[config.mk]
export PLATFORM = sky130hd
export DESIGN_NAME = branch_address_unit_flat
export DESIGN_NICKNAME = d
export VERILOG_FILES = /design/src/rtl/branch_address_unit_pkg.sv /design/src/rtl/branch_address_unit_if.sv /design/src/rtl/branch_address_unit_cmp.sv /design/src/rtl/branch_address_unit.sv /design/src/flat_wrapper.sv
export SDC_FILE = /design/constraint.sdc
export NUM_CORES = 1
export LEC_CHECK = 0
export BUFFER_PORTS_ARGS = -buffer_cell sky130_fd_sc_hd__buf_2
export CAP_MARGIN = 40
export CORE_MARGIN = 5
export CORE_UTILIZATION = 47
export CTS_BUF_LIST = sky130_fd_sc_hd__clkbuf_8
export CTS_CLUSTER_DIAMETER = 80
export DETAILED_ROUTE_END_ITERATION = 7
export PLACE_DENSITY_LB_ADDON = 0.2
export SYNTH_ARGS = -nofsm -noshare
export SYNTH_HDL_FRONTEND = slang
export SYNTH_SLANG_ARGS = --single-unit
[constraint.sdc]
create_clock -name clk -period 8.9 [get_ports clk]
set_input_delay 0.445 -clock clk [delete_from_list [all_inputs] [get_ports clk]]
set_output_delay 0.445 -clock clk [all_outputs]
set_load 0.05 [all_outputs]
[src/rtl/branch_address_unit_pkg.sv]
// Shared constants for the branch/address unit: instruction type codes,
// branch flag encodings, branch-condition funct3 encodings and a helper
// that maps an instruction class to its branch flag.
package branch_address_unit_pkg;

    // Instruction type codes as presented by decode
    localparam logic [2:0] R_TYPE = 3'd0;
    localparam logic [2:0] I_TYPE = 3'd1;
    localparam logic [2:0] S_TYPE = 3'd2;
    localparam logic [2:0] B_TYPE = 3'd3;
    localparam logic [2:0] U_TYPE = 3'd4;
    localparam logic [2:0] J_TYPE = 3'd5;

    // Branch flag reported alongside the target
    localparam logic [1:0] FLAG_NONE = 2'b00;
    localparam logic [1:0] FLAG_JAL  = 2'b01;
    localparam logic [1:0] FLAG_JALR = 2'b10;
    localparam logic [1:0] FLAG_BR   = 2'b11;

    // Branch condition encodings (RISC-V funct3)
    localparam logic [2:0] BR_EQ  = 3'b000;
    localparam logic [2:0] BR_NE  = 3'b001;
    localparam logic [2:0] BR_LT  = 3'b100;
    localparam logic [2:0] BR_GE  = 3'b101;
    localparam logic [2:0] BR_LTU = 3'b110;
    localparam logic [2:0] BR_GEU = 3'b111;

    // Branch flag for an instruction class; loads, stores and everything
    // else that does not redirect report FLAG_NONE.
    function automatic logic [1:0] flag_for(input logic [2:0] instr_type,
                                            input logic       is_jalr);
        logic [1:0] flag;
        flag = FLAG_NONE;
        case (instr_type)
            J_TYPE:  flag = FLAG_JAL;
            I_TYPE:  flag = is_jalr ? FLAG_JALR : FLAG_NONE;
            B_TYPE:  flag = FLAG_BR;
            default: flag = FLAG_NONE;
        endcase
        return flag;
    endfunction

endpackage

[src/rtl/branch_address_unit_if.sv]
// Bus between decode/register-read, the branch/address unit and its
// consumer (fetch redirect / LSU address path).
//
// Handshake: the input side transfers when in_valid && in_ready at a clk
// edge (and flush is low); the output side transfers when
// out_valid && out_ready at a clk edge. While out_valid is high and
// out_ready is low every result signal stays stable. flush drops both the
// held result and any input offered in the same cycle.
interface branch_address_unit_if #(
    parameter int XLEN  = 32,
    parameter int CNT_W = 16
);
    // Input side
    logic             in_valid;
    logic             in_ready;
    logic [2:0]       instr_type;
    logic             is_jalr;
    logic [2:0]       funct3;
    logic [XLEN-1:0]  pc;
    logic [XLEN-1:0]  rs1;
    logic [XLEN-1:0]  rs2;
    logic [XLEN-1:0]  imm;
    logic             flush;

    // Result side
    logic             out_valid;
    logic             out_ready;
    logic [XLEN-1:0]  address_target;
    logic [XLEN-1:0]  link_addr;
    logic [1:0]       flag_branch;
    logic             taken;
    logic             misaligned;
    logic [CNT_W-1:0] taken_count;

    // Unit side
    modport slave (
        input  in_valid, instr_type, is_jalr, funct3, pc, rs1, rs2, imm,
               flush, out_ready,
        output in_ready, out_valid, address_target, link_addr, flag_branch,
               taken, misaligned, taken_count
    );

    // Producer/consumer side
    modport master (
        output in_valid, instr_type, is_jalr, funct3, pc, rs1, rs2, imm,
               flush, out_ready,
        input  in_ready, out_valid, address_target, link_addr, flag_branch,
               taken, misaligned, taken_count
    );

endinterface

[src/rtl/branch_address_unit_cmp.sv]
// Branch condition evaluator: compares rs1 against rs2 according to the
// RISC-V funct3 encoding. Reserved encodings (010/011) never take.
module branch_cmp
    import branch_address_unit_pkg::*;
#(
    parameter int XLEN = 32
) (
    input  logic [XLEN-1:0] rs1_i,
    input  logic [XLEN-1:0] rs2_i,
    input  logic [2:0]      funct3_i,
    output logic            cond_o
);

    logic is_eq;
    logic is_lt;
    logic is_ltu;

    assign is_eq  = (rs1_i == rs2_i);
    assign is_lt  = ($signed(rs1_i) < $signed(rs2_i));
    assign is_ltu = (rs1_i < rs2_i);

    // Select the comparison requested by funct3
    always_comb begin
        cond_o = 1'b0;
        case (funct3_i)
            BR_EQ:   cond_o = is_eq;
            BR_NE:   cond_o = !is_eq;
            BR_LT:   cond_o = is_lt;
            BR_GE:   cond_o = !is_lt;
            BR_LTU:  cond_o = is_ltu;
            BR_GEU:  cond_o = !is_ltu;
            default: cond_o = 1'b0;
        endcase
    end

endmodule

[src/rtl/branch_address_unit.sv]
// Registered branch/address unit: builds the effective address for JAL,
// JALR, branches, loads and stores, resolves branch conditions, produces
// the link address and misalignment flag, and counts taken redirects in a
// saturating counter. One valid/ready pipeline stage with flush.
module branch_address_unit
    import branch_address_unit_pkg::*;
#(
    parameter int XLEN  = 32,
    parameter int C_EXT = 0,
    parameter int CNT_W = 16
) (
    input  logic                  clk,
    input  logic                  rst_n,
    branch_address_unit_if.slave  bus
);

    localparam logic [CNT_W-1:0] CNT_MAX = '1;
    // Without compressed instructions a redirect target must be word aligned.
    localparam bit CHECK_WORD_ALIGN = (C_EXT == 0);

    // Next-result values computed from the current inputs
    logic [XLEN-1:0]  sum_rs1;
    logic [XLEN-1:0]  sum_pc;
    logic [XLEN-1:0]  target_d;
    logic [XLEN-1:0]  link_d;
    logic [1:0]       flag_d;
    logic             taken_d;
    logic             misaligned_d;
    logic             branch_cond;

    // Result registers
    logic             out_valid_q;
    logic [XLEN-1:0]  target_q;
    logic [XLEN-1:0]  link_q;
    logic [1:0]       flag_q;
    logic             taken_q;
    logic             misaligned_q;
    logic [CNT_W-1:0] taken_count_q;

    logic             in_ready;
    logic             accept;

    branch_cmp #(
        .XLEN (XLEN)
    ) u_branch_cmp (
        .rs1_i    (bus.rs1),
        .rs2_i    (bus.rs2),
        .funct3_i (bus.funct3),
        .cond_o   (branch_cond)
    );

    assign sum_rs1 = bus.rs1 + bus.imm;
    assign sum_pc  = bus.pc + bus.imm;
    assign link_d  = bus.pc + XLEN'(4);

    // Target and taken selection by instruction class
    always_comb begin
        target_d = '0;
        taken_d  = 1'b0;
        flag_d   = flag_for(bus.instr_type, bus.is_jalr);
        case (bus.instr_type)
            J_TYPE: begin
                target_d = sum_pc;
                taken_d  = 1'b1;
            end
            I_TYPE: begin
                if (bus.is_jalr) begin
                    target_d = {sum_rs1[XLEN-1:1], 1'b0};
                    taken_d  = 1'b1;
                end else begin
                    target_d = sum_rs1;
                end
            end
            S_TYPE: begin
                target_d = sum_rs1;
            end
            B_TYPE: begin
                target_d = sum_pc;
                taken_d  = branch_cond;
            end
            default: begin
                target_d = '0;
                taken_d  = 1'b0;
            end
        endcase
    end

    // A redirect to a non-word-aligned target is still reported as taken;
    // the trap itself is raised further down the pipe.
    assign misaligned_d = taken_d && CHECK_WORD_ALIGN && target_d[1];

    // The stage is free when empty or when its result leaves this cycle.
    assign in_ready = rst_n && (!out_valid_q || bus.out_ready);
    assign accept   = bus.in_valid && in_ready && !bus.flush;

    // Pipeline register, flush handling and saturating taken counter
    always_ff @(posedge clk) begin
        if (!rst_n) begin
            out_valid_q   <= 1'b0;
            target_q      <= '0;
            link_q        <= '0;
            flag_q        <= FLAG_NONE;
            taken_q       <= 1'b0;
            misaligned_q  <= 1'b0;
            taken_count_q <= '0;
        end else if (bus.flush) begin
            out_valid_q <= 1'b0;
        end else if (accept) begin
            out_valid_q  <= 1'b1;
            target_q     <= target_d;
            link_q       <= link_d;
            flag_q       <= flag_d;
            taken_q      <= taken_d;
            misaligned_q <= misaligned_d;
            if (taken_d && (taken_count_q != CNT_MAX)) begin
                taken_count_q <= taken_count_q + 1'b1;
            end
        end else if (bus.out_ready) begin
            out_valid_q <= 1'b0;
        end
    end

    assign bus.in_ready       = in_ready;
    assign bus.out_valid      = out_valid_q;
    assign bus.address_target = target_q;
    assign bus.link_addr      = link_q;
    assign bus.flag_branch    = flag_q;
    assign bus.taken          = taken_q;
    assign bus.misaligned     = misaligned_q;
    assign bus.taken_count    = taken_count_q;

endmodule

[src/flat_wrapper.sv]
// flat-port wrapper written by rule: the top's interface ports become plain ports
module branch_address_unit_flat import branch_address_unit_pkg::*;
#(
    parameter int XLEN  = 32,
    parameter int C_EXT = 0,
    parameter int CNT_W = 16
)
  (clk, rst_n, bus_in_valid, bus_instr_type, bus_is_jalr, bus_funct3, bus_pc, bus_rs1, bus_rs2, bus_imm, bus_flush, bus_out_ready, bus_in_ready, bus_out_valid, bus_address_target, bus_link_addr, bus_flag_branch, bus_taken, bus_misaligned, bus_taken_count);
  branch_address_unit_if #(.XLEN(XLEN), .CNT_W(CNT_W)) bus_i ();
  input  logic clk;
  input  logic rst_n;
  input wire logic [$bits(bus_i.in_valid)-1:0] bus_in_valid;
  input wire logic [$bits(bus_i.instr_type)-1:0] bus_instr_type;
  input wire logic [$bits(bus_i.is_jalr)-1:0] bus_is_jalr;
  input wire logic [$bits(bus_i.funct3)-1:0] bus_funct3;
  input wire logic [$bits(bus_i.pc)-1:0] bus_pc;
  input wire logic [$bits(bus_i.rs1)-1:0] bus_rs1;
  input wire logic [$bits(bus_i.rs2)-1:0] bus_rs2;
  input wire logic [$bits(bus_i.imm)-1:0] bus_imm;
  input wire logic [$bits(bus_i.flush)-1:0] bus_flush;
  input wire logic [$bits(bus_i.out_ready)-1:0] bus_out_ready;
  output wire logic [$bits(bus_i.in_ready)-1:0] bus_in_ready;
  output wire logic [$bits(bus_i.out_valid)-1:0] bus_out_valid;
  output wire logic [$bits(bus_i.address_target)-1:0] bus_address_target;
  output wire logic [$bits(bus_i.link_addr)-1:0] bus_link_addr;
  output wire logic [$bits(bus_i.flag_branch)-1:0] bus_flag_branch;
  output wire logic [$bits(bus_i.taken)-1:0] bus_taken;
  output wire logic [$bits(bus_i.misaligned)-1:0] bus_misaligned;
  output wire logic [$bits(bus_i.taken_count)-1:0] bus_taken_count;
  assign bus_i.in_valid = bus_in_valid;
  assign bus_i.instr_type = bus_instr_type;
  assign bus_i.is_jalr = bus_is_jalr;
  assign bus_i.funct3 = bus_funct3;
  assign bus_i.pc = bus_pc;
  assign bus_i.rs1 = bus_rs1;
  assign bus_i.rs2 = bus_rs2;
  assign bus_i.imm = bus_imm;
  assign bus_i.flush = bus_flush;
  assign bus_i.out_ready = bus_out_ready;
  assign bus_in_ready = bus_i.in_ready;
  assign bus_out_valid = bus_i.out_valid;
  assign bus_address_target = bus_i.address_target;
  assign bus_link_addr = bus_i.link_addr;
  assign bus_flag_branch = bus_i.flag_branch;
  assign bus_taken = bus_i.taken;
  assign bus_misaligned = bus_i.misaligned;
  assign bus_taken_count = bus_i.taken_count;
  branch_address_unit #(.XLEN(XLEN), .C_EXT(C_EXT), .CNT_W(CNT_W)) u_core (.clk(clk), .rst_n(rst_n), .bus(bus_i));
endmodule
Word-level counts from Yosys, hierarchy flattened
Index checks and enable logic that the tools add are counted.

Bitwise logic cells: 2. Reductions and logical operators: 17. Muxes and demuxes: 9. $add $sub $neg: 4. Eq/ne operators: 11. Magnitude comparators: 2.

Operator list (number): 32-bit case mux with 3 select lines (1); 32-bit adder (2); 32-bit < comparator (2); 32-bit by 3-bit adder with 32-bit output (second input constant) (1); 32-bit == test (1); 16-bit by 1-bit adder with 16-bit output (second input constant) (1); 16-bit != test (second input constant) (1); 3-bit == test (second input constant) (5); 3-bit by 1-bit == test with 1-bit output (second input constant) (2); 3-bit by 2-bit == test with 1-bit output (second input constant) (2); 1-bit case mux with 6 select lines (1); 2-bit case mux with 3 select lines (1); 1-bit logical AND (5); 1-bit logical NOT (5); 1-bit 2-to-1 mux (4); 2-bit OR reduction (2); 3-bit logical NOT (1); 1-bit case mux with 3 select lines (1); 3-bit AND reduction (1); 2-bit 2-to-1 mux (1); 1-bit NOT (2); 2-bit AND reduction (1); 2-bit nonzero test (1); 1-bit logical OR (1).

Output and inout bits: 86. Logic and storage cells: 52. Flip-flop bits (word level): 85. Bits of input ports: 140.

Logic depth before layout (Yosys ltp)
Gate-level depths: netlist of the first run.

Word-level depth: 6. Depth in mapped cells: 14. Mapped depth without buffers: 13.

Modules after synthesis
Synthesis of the first run repeated with hierarchy kept, for this count alone.

Cell total of the unflattened synthesis: 1068. Area total of the unflattened synthesis: 8149.1 um^2.

Modules (own cells, without submodules): branch_address_unit (seq. area each 1701.6 um^2, times used 1, area each 7274.5 um^2, cells each 944); branch_cmp (seq. area each 0.0 um^2, times used 1, area each 874.6 um^2, cells each 124).

Least setup slack after synthesis of the first run
No wires, ideal clock.

Path type: input to register. Start point: input port bus_imm[0]. End point: register u_core.target_q[30], in the netlist u_core.bus.address_target[30]. Stages: 13. Required time: 8.826 ns. Slack: 5.716 ns. Buffers on the path: 0. Data arrival time: 3.110 ns. Library setup time: 0.074 ns. Path through: ha_1 fa_1 a211o_1 o211ai_1 a21oi_1 a2111oi_2 o21a_1 o21ai_1 a21oi_1 o21ai_1 a21o_1 a31o_2 a31oi_1.

Cells in the longest elaborated chain, start to end: 2. Elaborated cells on any way between the ends: 3. Classes of those cells: add/sub: 2; mux: 1.

RTL lines: start: declaration (RTL line flat_wrapper.sv:19) `input wire logic [$bits(bus_i.imm)-1:0] bus_imm;`; 32-bit adder, on equally long branches (RTL line branch_address_unit.sv:53, branch_address_unit.sv:52); 32-bit case mux with 3 select lines (*) (RTL line branch_address_unit.sv:61) `case (bus.instr_type)`; end signal: assignment (RTL line branch_address_unit.sv:110) `target_q <= target_d;`; end: declaration (RTL line branch_address_unit.sv:33) `logic [XLEN-1:0] target_q;`.

Every way passes the cells marked *; elsewhere a longest branch is shown, timed or not. A chain may end at the register's enable or synchronous reset.

Final worst setup path of the first run
Start point: input port bus_rs1[15]. End point: register u_core.taken_count_q[7], in the netlist u_core.bus.taken_count[7].

Cells in the longest elaborated chain, start to end: 6. Elaborated cells on any way between the ends: 10. Classes of those cells: order compare: 2; eq/ne: 1; mux: 2; reduce/logical: 5.

RTL lines: start: declaration (RTL line flat_wrapper.sv:17) `input wire logic [$bits(bus_i.rs1)-1:0] bus_rs1;`; 32-bit < comparator (tied with other cells) (RTL line branch_address_unit_cmp.sv:20) `assign is_ltu = (rs1_i < rs2_i);`; 1-bit logical NOT, on equally long branches (RTL line branch_address_unit_cmp.sv:31, branch_address_unit_cmp.sv:27, branch_address_unit_cmp.sv:29); 1-bit case mux with 6 select lines (*) (RTL line branch_address_unit_cmp.sv:25) `case (funct3_i)`; 1-bit case mux with 3 select lines (*) (RTL line branch_address_unit.sv:61); 1-bit logical AND (*) (RTL line branch_address_unit.sv:115) `if (taken_d && (taken_count_q != CNT_MAX)) begin`; 3-bit AND reduction (no line) (*); end signal: assignment (RTL line branch_address_unit.sv:116) `taken_count_q <= taken_count_q + 1'b1;`; end: declaration (RTL line branch_address_unit.sv:38) `logic [CNT_W-1:0] taken_count_q;`.

Marks and branches as above.

==> impl_metrics.env, run 1 <==
export IMPL_met2WireLength_um=11100
export IMPL_core_area_um2=16600
export IMPL_hold_path_class="input pin to register"
export IMPL_final_core_util_pct=57.5
export IMPL_status="completed"
export IMPL_dieArea_um2=19600
export IMPL_path_clk_slew_ns=0.10
export IMPL_tns_ns=0
export IMPL_fmaxAchievable_mhz=305
export IMPL_netSwitchingFraction_pct=37.2
export IMPL_crit_path_start_kind="input pin"
export IMPL_cp_max_fo=9
export IMPL_top_layer_used="met4"
export IMPL_wl_met1_um=12200
export IMPL_num_vias=8249
export IMPL_firstDrtPassIters=7
export IMPL_synth_distinct_cells=71
export IMPL_grt_pass1_vias=7670
export IMPL_synthCells=1001
export IMPL_endpoint_kind="register"
export IMPL_synth_top_area_cell="dfxtp_1"
export IMPL_synth_top_cell_area_share_pct=21.4
export IMPL_powerDensity_nw_per_um2=127
export IMPL_synth_area_um2=7950
export IMPL_die_w_um=140
export IMPL_skew_ns=0.00548
export IMPL_drc_errors=0
export IMPL_crit_required_ns=9.22
export IMPL_crit_slowest_cell="a2111oi_1"
export IMPL_dp_hpwl_um=20600
export IMPL_combPwrFrac_pct=37.2
export IMPL_die_y_um=140
export IMPL_p_leak_nw=4.76
export IMPL_cp_arrival_ns=3.60
export IMPL_total_power_mw=1.21
export IMPL_cts_root_buf="clkbuf_8"
export IMPL_crit_type="input pin to register"
export IMPL_slew_viol_final=0
export IMPL_setup_viol=0
export IMPL_synth_flop_cell="dfxtp_1"
export IMPL_cpPeakStageDelay_ns=0.51
export IMPL_dp_cells=1417
export IMPL_avgSynthCellArea_um2=7.94
export IMPL_grt_usage_pct=25.1
export IMPL_clock_power_share_pct=29.9
export IMPL_yosysMostFrequentCell="ha_1"
export IMPL_switchingPower_uw=449
export IMPL_overflow=0
export IMPL_p_int_uw=759
export IMPL_hold_viol=0
export IMPL_place_ws_ns=5.24
export IMPL_pin_count=226
export IMPL_tightest_slew_ns=0.871
export IMPL_fin_cells=1433
export IMPL_cts_setup_buffers=0
export IMPL_power_frac_seq_pct=32.9
export IMPL_ant_nets=0
export IMPL_tritoncts="yes"
export IMPL_io_buffers=225
export IMPL_synth_common_cells="ha_1 (96), nand2_1 (92), dfxtp_1 (85), a21oi_1 (70), nor2_1 (55)"
export IMPL_vdd_drop_max_mv=0.101
export IMPL_clockBufferDepth=2
export IMPL_synth_warnings=0
export IMPL_route_met3_wl_um=1860
export IMPL_synth_seq_cells=85
export IMPL_antennaDiodeCount=0
export IMPL_nNetsFinal=1446
export IMPL_clkLatencyLatePin_ns=0.38
export IMPL_cts_made_buffers=9
export IMPL_grt_max_degree=91
export IMPL_setup_slack_ns=5.62
export IMPL_ys_async_sr_fraction_pct=0
export IMPL_period_share_pct=36.8
export IMPL_gp_congestion=0.957
export IMPL_rows=47
export IMPL_cap_violations=0
export IMPL_rsz0062_at_grt="false"
export IMPL_synthToLayoutAreaGrowth_pct=20.0
export IMPL_ys_seq_area_share_pct=21.4
export IMPL_dr_first_iter_drc_count=613
export IMPL_wire_per_inst_um=17.8
export IMPL_grt_pass1_wl_um=40200
export IMPL_hold_buffers=0
export IMPL_synth_edf_count=0
export IMPL_postRouteWirelength_um=25600
export IMPL_h_tree_depth=3
export IMPL_period_minus_slack_ns=3.28
export IMPL_synth_nets=1239
export IMPL_drive_gt1_share_pct=22.0
export IMPL_cts_sinks=85
export IMPL_vias_per_cell=5.76
export IMPL_crit_chain="buf_2 > ha_1 > nand4_1 > a2111oi_1 > o311ai_1 > o21a_2 > mux2i_1 > a2111oi_2 > a211o_1 > nand2_4 > or4_1 > a21boi_1"
export IMPL_synth_area_leaders="dfxtp_1 (21%), ha_1 (15%), xnor2_1 (4.7%)"
export IMPL_slew_limit_headroom_pct=42.0
export IMPL_antenna_found_initial=0
export IMPL_post_cts_resized=0
export IMPL_initial_core_util_pct=47.9
kinds of logic after synthesis:
kind of cell    Yosys count  share of synthesized area (%)
fa+ha+maj                98                           15.6
buf+inv                  82                           4.00
xor+xnor                 77                           8.48
compound gates          313                           27.4
flops                    85                           21.4
simple gates            337                           22.0
mux                       9                           1.13
worst max-delay path: cells and delay by family:
kind	cells	cell delay, ns
buf+inv	1	0.11
simple gates	3	0.80
compound gates	6	1.75
mux	1	0.15
fa+ha+maj	1	0.34
layout make-up:
type                       instances  area, um^2
fill                            1609        7040
multi-input combinational        834        5940
sequential                        85        1700
timing repair buffer             232        1200
tap                              220         275
inverter                          46         173
clock inverter                     7         129
clock buffer                       9         124
state kept, by name, summed over array words and instances (netlist names):
register                   count
u_core.bus.address_target     32
u_core.bus.link_addr          32
u_core.bus.taken_count        16
u_core.bus.flag_branch         2
u_core.bus.misaligned          1
u_core.bus.out_valid           1
u_core.bus.taken               1
power by group through the flow:
| stage | registers (mW) | clock network (mW) | logic [mW] |
|---|---|---|---|
| floorplan | 0.445 | 0 | 0.272 |
| global placement | 0.406 | 0 | 0.437 |
| global route | 0.399 | 0.383 | 0.491 |
| detailed placement | 0.406 | 0 | 0.441 |
| finish | 0.398 | 0.361 | 0.449 |
| CTS | 0.398 | 0.371 | 0.444 |
cells in the final DEF, fill, tap and decap left out, drive strengths merged, types with 17 or more instances in the layout:
cell type,n
ha,96
xor2,34
a211oi,17
dfxtp,85
buf,232
xnor2,43
inv,49
and3,19
o21ai,53
nand4,24
nand2,93
a21o,22
o211a,32
a22oi,19
a21oi,70
nor2,56
nand3,36
nor2b,37
nand2b,21
routing by layer:
layer	GRT usage (%)	vias up
li1	-	4129
met1	36.2	3784
met2	39.0	311
met3	4.57	25
met4	5.51	0
met5	0	-
path summary, 6_finish.rpt:
path / startpoint / to / slack [ns] / cells after the start
setup / recovery: bus_rs1[15] / u_core.bus.taken_count[7] / 5.62 / 12
hold / removal: bus_pc[0] / u_core.bus.link_addr[0] / 0.33 / 3
setup reg to reg: u_core.bus.taken_count[3] / u_core.bus.taken_count[1] / 6.27 / 10
hold reg to reg: u_core.bus.address_target[18] / u_core.bus.address_target[18] / 0.46 / 2
per-stage QoR:
step	area, um^2	hold WS (ns)
final	9540	0.326
after floorplan	7950	0.584
after CTS	9540	0.301
after detailed placement	9290	0.448
after global placement	9260	0.446
after global routing	9540	0.318
No activity file was read; power rests on OpenSTA's default activity.
==> run 2, diff against run 1 <==
--- a/config.mk
+++ b/config.mk
@@ -5,6 +5,7 @@
 export SDC_FILE = /design/constraint.sdc
 export NUM_CORES = 1
 export LEC_CHECK = 0
+export ABC_AREA = 1
 export BUFFER_PORTS_ARGS = -buffer_cell sky130_fd_sc_hd__buf_2
 export CAP_MARGIN = 40
 export CORE_MARGIN = 5
==> constraint.sdc (replaced) <==
create_clock -name clk -period 3.2 [get_ports clk]
set_input_delay 0.16 -clock clk [delete_from_list [all_inputs] [get_ports clk]]
set_output_delay 0.16 -clock clk [all_outputs]
set_load 0.05 [all_outputs]
==> impl_metrics.env, run 2 <==
export IMPL_synth_edf_count=0
export IMPL_grt_max_degree=69
export IMPL_combPwrFrac_pct=41.3
export IMPL_netSwitchingFraction_pct=42.9
export IMPL_vdd_drop_max_mv=0.268
export IMPL_clockBufferDepth=2
export IMPL_slew_limit_headroom_pct=44.3
export IMPL_crit_path_start_kind="register"
export IMPL_dieArea_um2=21700
export IMPL_h_tree_depth=3
export IMPL_tightest_slew_ns=0.835
export IMPL_crit_type="register to register"
export IMPL_status="completed"
export IMPL_yosysMostFrequentCell="nand2_1"
export IMPL_synth_nets=1645
export IMPL_synthCells=1407
export IMPL_mostFrequentLayoutCell="nand2_1"
export IMPL_synth_seq_cells=85
export IMPL_antenna_found_initial=0
export IMPL_firstDrtPassIters=5
export IMPL_fmaxAchievable_mhz=422
export IMPL_cts_made_buffers=9
export IMPL_final_fill_count=1965
export IMPL_die_y_um=147
export IMPL_initial_core_util_pct=47.4
export IMPL_final_cell_area_um2=10400
export IMPL_ant_nets=0
export IMPL_synth_common_cells="nand2_1 (290), inv_1 (175), nor2_1 (159), a21oi_1 (157), o21ai_0 (109)"
export IMPL_cts_sinks=85
export IMPL_place_area_um2=10200
export IMPL_post_cts_resized=0
export IMPL_drc_errors=0
export IMPL_p_leak_nw=5.32
export IMPL_clkLatencyLatePin_ns=0.38
export IMPL_powerDensity_nw_per_um2=309
export IMPL_synth_top_cell_area_share_pct=19.2
export IMPL_vias_per_cell=5.36
export IMPL_setup_slack_ns=0.828
export IMPL_skew_ns=0.0112
export IMPL_cts_root_buf="clkbuf_8"
export IMPL_grt_pass1_wl_um=46800
export IMPL_synth_flop_cell="dfxtp_1"
export IMPL_synth_warnings=0
export IMPL_grt_usage_pct=26.5
export IMPL_hold_depth=2
export IMPL_place_ws_ns=0.569
export IMPL_dr_first_iter_drc_count=694
export IMPL_final_cell_mix="nand2_1 (290), buf_2 (225), inv_1 (175)"
export IMPL_die_w_um=147
export IMPL_ys_seq_area_share_pct=19.2
export IMPL_drive_gt1_share_pct=19.0
export IMPL_power_frac_seq_pct=34.6
export IMPL_synth_area_leaders="dfxtp_1 (19%), ha_1 (14%), nand2_1 (12%)"
export IMPL_cts_setup_buffers=0
export IMPL_cp_arrival_ns=2.68
export IMPL_synth_top_area_cell="dfxtp_1"
export IMPL_gp_congestion=0.940
export IMPL_synth_area_um2=8840
export IMPL_p_int_mw=1.84
export IMPL_total_power_mw=3.22
export IMPL_cap_violations=0
export IMPL_endpoint_kind="register"
export IMPL_avgSynthCellArea_um2=6.29
export IMPL_hold_viol=0
export IMPL_hold_buffers=1
export IMPL_tns_ns=0
export IMPL_dp_cells=1843
export IMPL_path_clk_slew_ns=0.10
export IMPL_postRouteWirelength_um=29400
export IMPL_cp_max_fo=16
export IMPL_slew_viol_final=0
export IMPL_pin_count=226
export IMPL_r2r_cells=9
export IMPL_nNetsFinal=1859
export IMPL_fin_cells=1860
export IMPL_period_minus_slack_ns=2.37
export IMPL_dp_hpwl_um=24100
export IMPL_overflow=0
export IMPL_rsz0062_at_grt="false"
export IMPL_synth_distinct_cells=53
export IMPL_grt_pass1_vias=9351
export IMPL_io_buffers=225
export IMPL_synthToLayoutAreaGrowth_pct=17.7
export IMPL_rows=50
export IMPL_hold_path_class="input pin to register"
export IMPL_clock_power_share_pct=24.2
export IMPL_antennaDiodeCount=0
export IMPL_ys_async_sr_fraction_pct=0
export IMPL_setup_viol=0
export IMPL_core_area_um2=18600
export IMPL_num_vias=9963
export IMPL_period_share_pct=74.1
export IMPL_switchingPower_mw=1.38
export IMPL_tritoncts="yes"
export IMPL_crit_required_ns=3.51
export IMPL_wire_per_inst_um=15.8
==> run 2: cell types whose count changed after synthesis, moves of 29 or more <==
| cell | before | now |
|---|---|---|
| nor2b_1 | 36 | 0 |
| inv_1 | 46 | 175 |
| nor2_1 | 55 | 159 |
| o21ai_0 | 46 | 109 |
| nand2_1 | 92 | 290 |
| a21oi_1 | 70 | 157 |
| xnor2_1 | 43 | 14 |
| o211a_1 | 32 | 0 |
==> run 2: worst paths after layout <==
| path | slack (ns) | end | startpoint |
|---|---|---|---|
| max reg2reg | 0.83 | u_core.bus.taken_count[2] | u_core.bus.taken_count[0] |
| min reg2reg | 0.47 | u_core.bus.address_target[12] | u_core.bus.address_target[12] |
| min | 0.03 | u_core.bus.link_addr[2] | bus_pc[2] |
| max | 0.83 | u_core.bus.taken_count[2] | u_core.bus.taken_count[0] |
==> run 2: critical path, cell delays in order, from the launching register on <==
cell,delay [ns]
dfxtp_1,0.40
ha_1,0.20
nand2_1,0.10
nor3_2,0.31
nand2_1,0.14
nor2_1,0.15
nand2_1,0.38
nand3_4,0.40
nand2_1,0.10
a21oi_1,0.13
==> run 2: metal layers <==
metal / vias up / GRT usage [%] / wire (um)
met5: - / 0 / 0
met4: 0 / 7.83 / 824
met3: 52 / 4.60 / 1740
met2: 331 / 44.9 / 13700
met1: 4439 / 34.5 / 13200
li1: 5141 / - / -
==> run 2: cells by family (layout without fill, tap and decap cells) <==
logic type	count (synthesis)	in the layout	share of synthesized area (%)
AOI/OAI and AO/OA	338	338	21.2
xor gates and xnor gates	51	51	5.05
adders and majority gates	98	98	14.0
buffers and inverters	211	430	9.22
DFF	85	85	19.2
and+or+nand+nor	624	624	31.2
==> run 2: power by group through the flow <==
stage	Sequential, mW	Clock [mW]	Combinational (mW)
2_1_floorplan	1.26	0	0.775
3_3_place_gp	1.14	0	1.30
3_5_place_dp	1.14	0	1.31
4_1_cts	1.11	0.804	1.32
5_1_grt	1.12	0.843	1.48
6_report	1.11	0.778	1.33
==> run 2: metrics by stage <==
step	utilization [%]	hold slack (ns)
2_1_floorplan	-	0.250
3_3_place_gp	54.6	0.389
3_5_place_dp	54.8	0.394
4_1_cts	55.8	0.00272
5_1_grt	55.8	0.0159
6_report	55.8	0.0252
==> run 2: layout make-up <==
class | instances | area [um^2] | share of cell area, %
clock inverter | 7 | 67.6 | 0.649
inverter | 179 | 672 | 6.46
sequential | 85 | 1700 | 16.3
timing repair buffer | 235 | 1220 | 11.8
multi-input combinational | 1111 | 6330 | 60.8
clock buffer | 9 | 124 | 1.19
tap | 234 | 293 | 2.81
==> run 3, diff against run 2 <==
--- a/config.mk
+++ b/config.mk
@@ -5,7 +5,7 @@
 export SDC_FILE = /design/constraint.sdc
 export NUM_CORES = 1
 export LEC_CHECK = 0
-export ABC_AREA = 1
+export ABC_AREA = 0
 export BUFFER_PORTS_ARGS = -buffer_cell sky130_fd_sc_hd__buf_2
 export CAP_MARGIN = 40
 export CORE_MARGIN = 5
==> constraint.sdc (replaced) <==
create_clock -name clk -period 2 [get_ports clk]
set_input_delay 0.1 -clock clk [delete_from_list [all_inputs] [get_ports clk]]
set_output_delay 0.1 -clock clk [all_outputs]
set_load 0.05 [all_outputs]
==> impl_metrics.env, run 3 (synthesis results as in run 1) <==
export IMPL_firstDrtPassIters=5
export IMPL_hold_path_class="input pin to register"
export IMPL_h_tree_depth=3
export IMPL_overflow=0
export IMPL_dieArea_um2=19600
export IMPL_grt_pass1_wl_um=48600
export IMPL_setup_slack_ns=-0.612
export IMPL_vdd_drop_max_mv=0.387
export IMPL_setup_viol=38
export IMPL_cp_max_fo=2
export IMPL_place_ws_ns=-1.00
export IMPL_holdWs_ns=0.112
export IMPL_ant_nets=0
export IMPL_p_leak_nw=6.45
export IMPL_hold_depth=4
export IMPL_min_to="u_core.bus.link_addr[27]"
export IMPL_nNetsFinal=1744
export IMPL_dr_first_iter_drc_count=721
export IMPL_final_fill_count=1043
export IMPL_skew_ns=0.00477
export IMPL_crit_chain="buf_8 > buf_6 > ha_4 > fa_2 > a21oi_4 > nor2_4 > o31ai_4 > a211oi_2 > o21ai_0 > o2111ai_1 > a21o_1 > a21oi_1 > xnor2_1 > nand2_1 > a31oi_1"
export IMPL_clock_power_share_pct=20.0
export IMPL_r2r_end="u_core.bus.taken_count[7]"
export IMPL_cts_made_buffers=9
export IMPL_clockBufferDepth=2
export IMPL_seq_area_um2=1710
export IMPL_vias_per_cell=5.85
export IMPL_powerDensity_nw_per_um2=473
export IMPL_endpoint_kind="register"
export IMPL_cts_sinks=85
export IMPL_slew_viol_final=0
export IMPL_tns_ns=-15.10
export IMPL_crit_required_ns=2.32
export IMPL_period_share_pct=131
export IMPL_grt_pass1_vias=9736
export IMPL_initial_core_util_pct=47.9
export IMPL_combPwrFrac_pct=52.0
export IMPL_dp_hpwl_um=23000
export IMPL_grt_max_degree=91
export IMPL_die_y_um=140
export IMPL_path_buf_inv=2
export IMPL_postRouteWirelength_um=33400
export IMPL_pin_count=226
export IMPL_dp_cells=1664
export IMPL_cpPeakStageDelay_ns=0.37
export IMPL_p_int_mw=3.81
export IMPL_final_cell_area_um2=13400
export IMPL_antenna_found_initial=1
export IMPL_io_buffers=225
export IMPL_tightest_slew_ns=0.877
export IMPL_slew_limit_headroom_pct=41.5
export IMPL_power_frac_seq_pct=28.0
export IMPL_fin_cells=1732
export IMPL_hold_viol=0
export IMPL_crit_slowest_cell="fa_2"
export IMPL_rsz0062_at_grt="true"
export IMPL_netSwitchingFraction_pct=39.8
export IMPL_crit_start="bus_imm[0]"
export IMPL_num_vias=10100
export IMPL_wire_per_inst_um=19.3
export IMPL_violations="setup timing"
export IMPL_synthToLayoutAreaGrowth_pct=68.2
export IMPL_multiInputGateArea_um2=7200
export IMPL_drive_gt1_share_pct=48.3
export IMPL_fmaxAchievable_mhz=383
export IMPL_die_w_um=140
export IMPL_worst_hold_startpoint="bus_pc[27]"
export IMPL_r2r_start="u_core.bus.taken_count[5]"
export IMPL_drc_errors=0
export IMPL_mostFrequentLayoutCell="buf_4"
export IMPL_period_minus_slack_ns=2.61
export IMPL_clkLatencyLatePin_ns=0.39
export IMPL_grt_usage_pct=30.0
export IMPL_status="finished, violations left"
export IMPL_core_area_um2=16600
export IMPL_crit_type="input pin to register"
export IMPL_cts_root_buf="clkbuf_8"
export IMPL_path_delay_family="compound AO/OA/AOI/OAI gates"
export IMPL_cp_arrival_ns=2.93
export IMPL_place_area_um2=11600
export IMPL_switchingPower_mw=2.52
export IMPL_gp_congestion=0.927
export IMPL_r2r_cells=11
export IMPL_tritoncts="yes"
export IMPL_rows=47
export IMPL_cap_violations=0
export IMPL_ff2ff_setup_slack_ns=-0.35
export IMPL_final_cell_mix="buf_4 (266), buf_2 (194), nand2_1 (89)"
export IMPL_path_clk_slew_ns=0.10
export IMPL_crit_path_start_kind="input pin"
run 3: cell count changes in the layout (fill, tap and decap cells not counted), moves of 31 or more:
cell / previous run / this run
buf_4: 8 / 266
nand2_1: 290 / 89
inv_1: 175 / 36
nor2_1: 159 / 46
a21oi_1: 157 / 47
o21ai_0: 109 / 33
buf_6: 0 / 57
ha_1: 96 / 58
ha_4: 0 / 37
nand3_1: 64 / 31
nor2b_1: 0 / 33
o211a_1: 0 / 32
buf_2: 225 / 194
run 3: per-stage QoR:
stage	power, mW	util (%)
finish	6.33	80.7
floorplan	3.28	-
CTS	5.96	76.6
detailed placement	4.38	69.7
global placement	4.34	69.7
global route	6.62	80.7
run 3: final cells by class:
| type | instances | share of cell area (%) |
|---|---|---|
| diodes | 1 | 0.0187 |
| clock buffers | 9 | 0.926 |
| clock inverters | 7 | 0.505 |
| inverters | 46 | 1.42 |
| multi-input cells | 834 | 53.8 |
| flip-flops and latches | 85 | 12.8 |
| well taps | 220 | 2.06 |
| repair buffers | 530 | 28.5 |
run 3: power by group through the flow:
stage               clock network (mW)  logic [mW]  registers, mW
floorplan                            0        1.30           1.98
global placement                     0        2.53           1.81
detailed placement                   0        2.57           1.81
CTS                               1.30        2.89           1.77
global route                      1.36        3.49           1.78
finish                            1.27        3.29           1.77
run 3: worst max-delay path by stage:
stage	depth (start not counted)	slack (ns)	to
final	15	-0.61	u_core.bus.address_target[30]
after global routing	15	-0.70	u_core.bus.taken_count[5]
after global placement	14	-1.0	u_core.bus.taken_count[13]
after detailed placement	14	-1.00	u_core.bus.taken_count[9]
after floorplan	13	-0.61	u_core.bus.address_target[30]
after CTS	15	-0.48	u_core.bus.taken_count[7]
run 3: timing repair:
action / 4_1_cts / 5_1_grt
hold endpoints to repair: 2 / 0
setup buffers: 31 / 24
resized for setup: 139 / 106
pin swaps: 96 / 105
setup endpoints to repair: 38 / 41
hold buffers: 3 / 0
run 3: metal layers:
layer / track usage [%] / part of all wire [%] / vias to the layer above
met5: 0 / 0 / -
met4: 11.2 / 4.6 / 0
met3: 5.79 / 8.1 / 117
met2: 49.6 / 47 / 503
met1: 38.9 / 40 / 4784
li1: - / - / 4728
run 3: worst register-to-register path, cell delays in order, from the launching register on:
cell      delay [ns]
dfxtp_2         0.33
and3_1          0.18
and3_1          0.19
and3_1          0.19
and3_1          0.19
and3_1          0.20
nand2_1         0.16
nor2_4          0.08
nor2_8          0.11
nand2_4         0.08
or4_4           0.42
a21boi_2        0.14
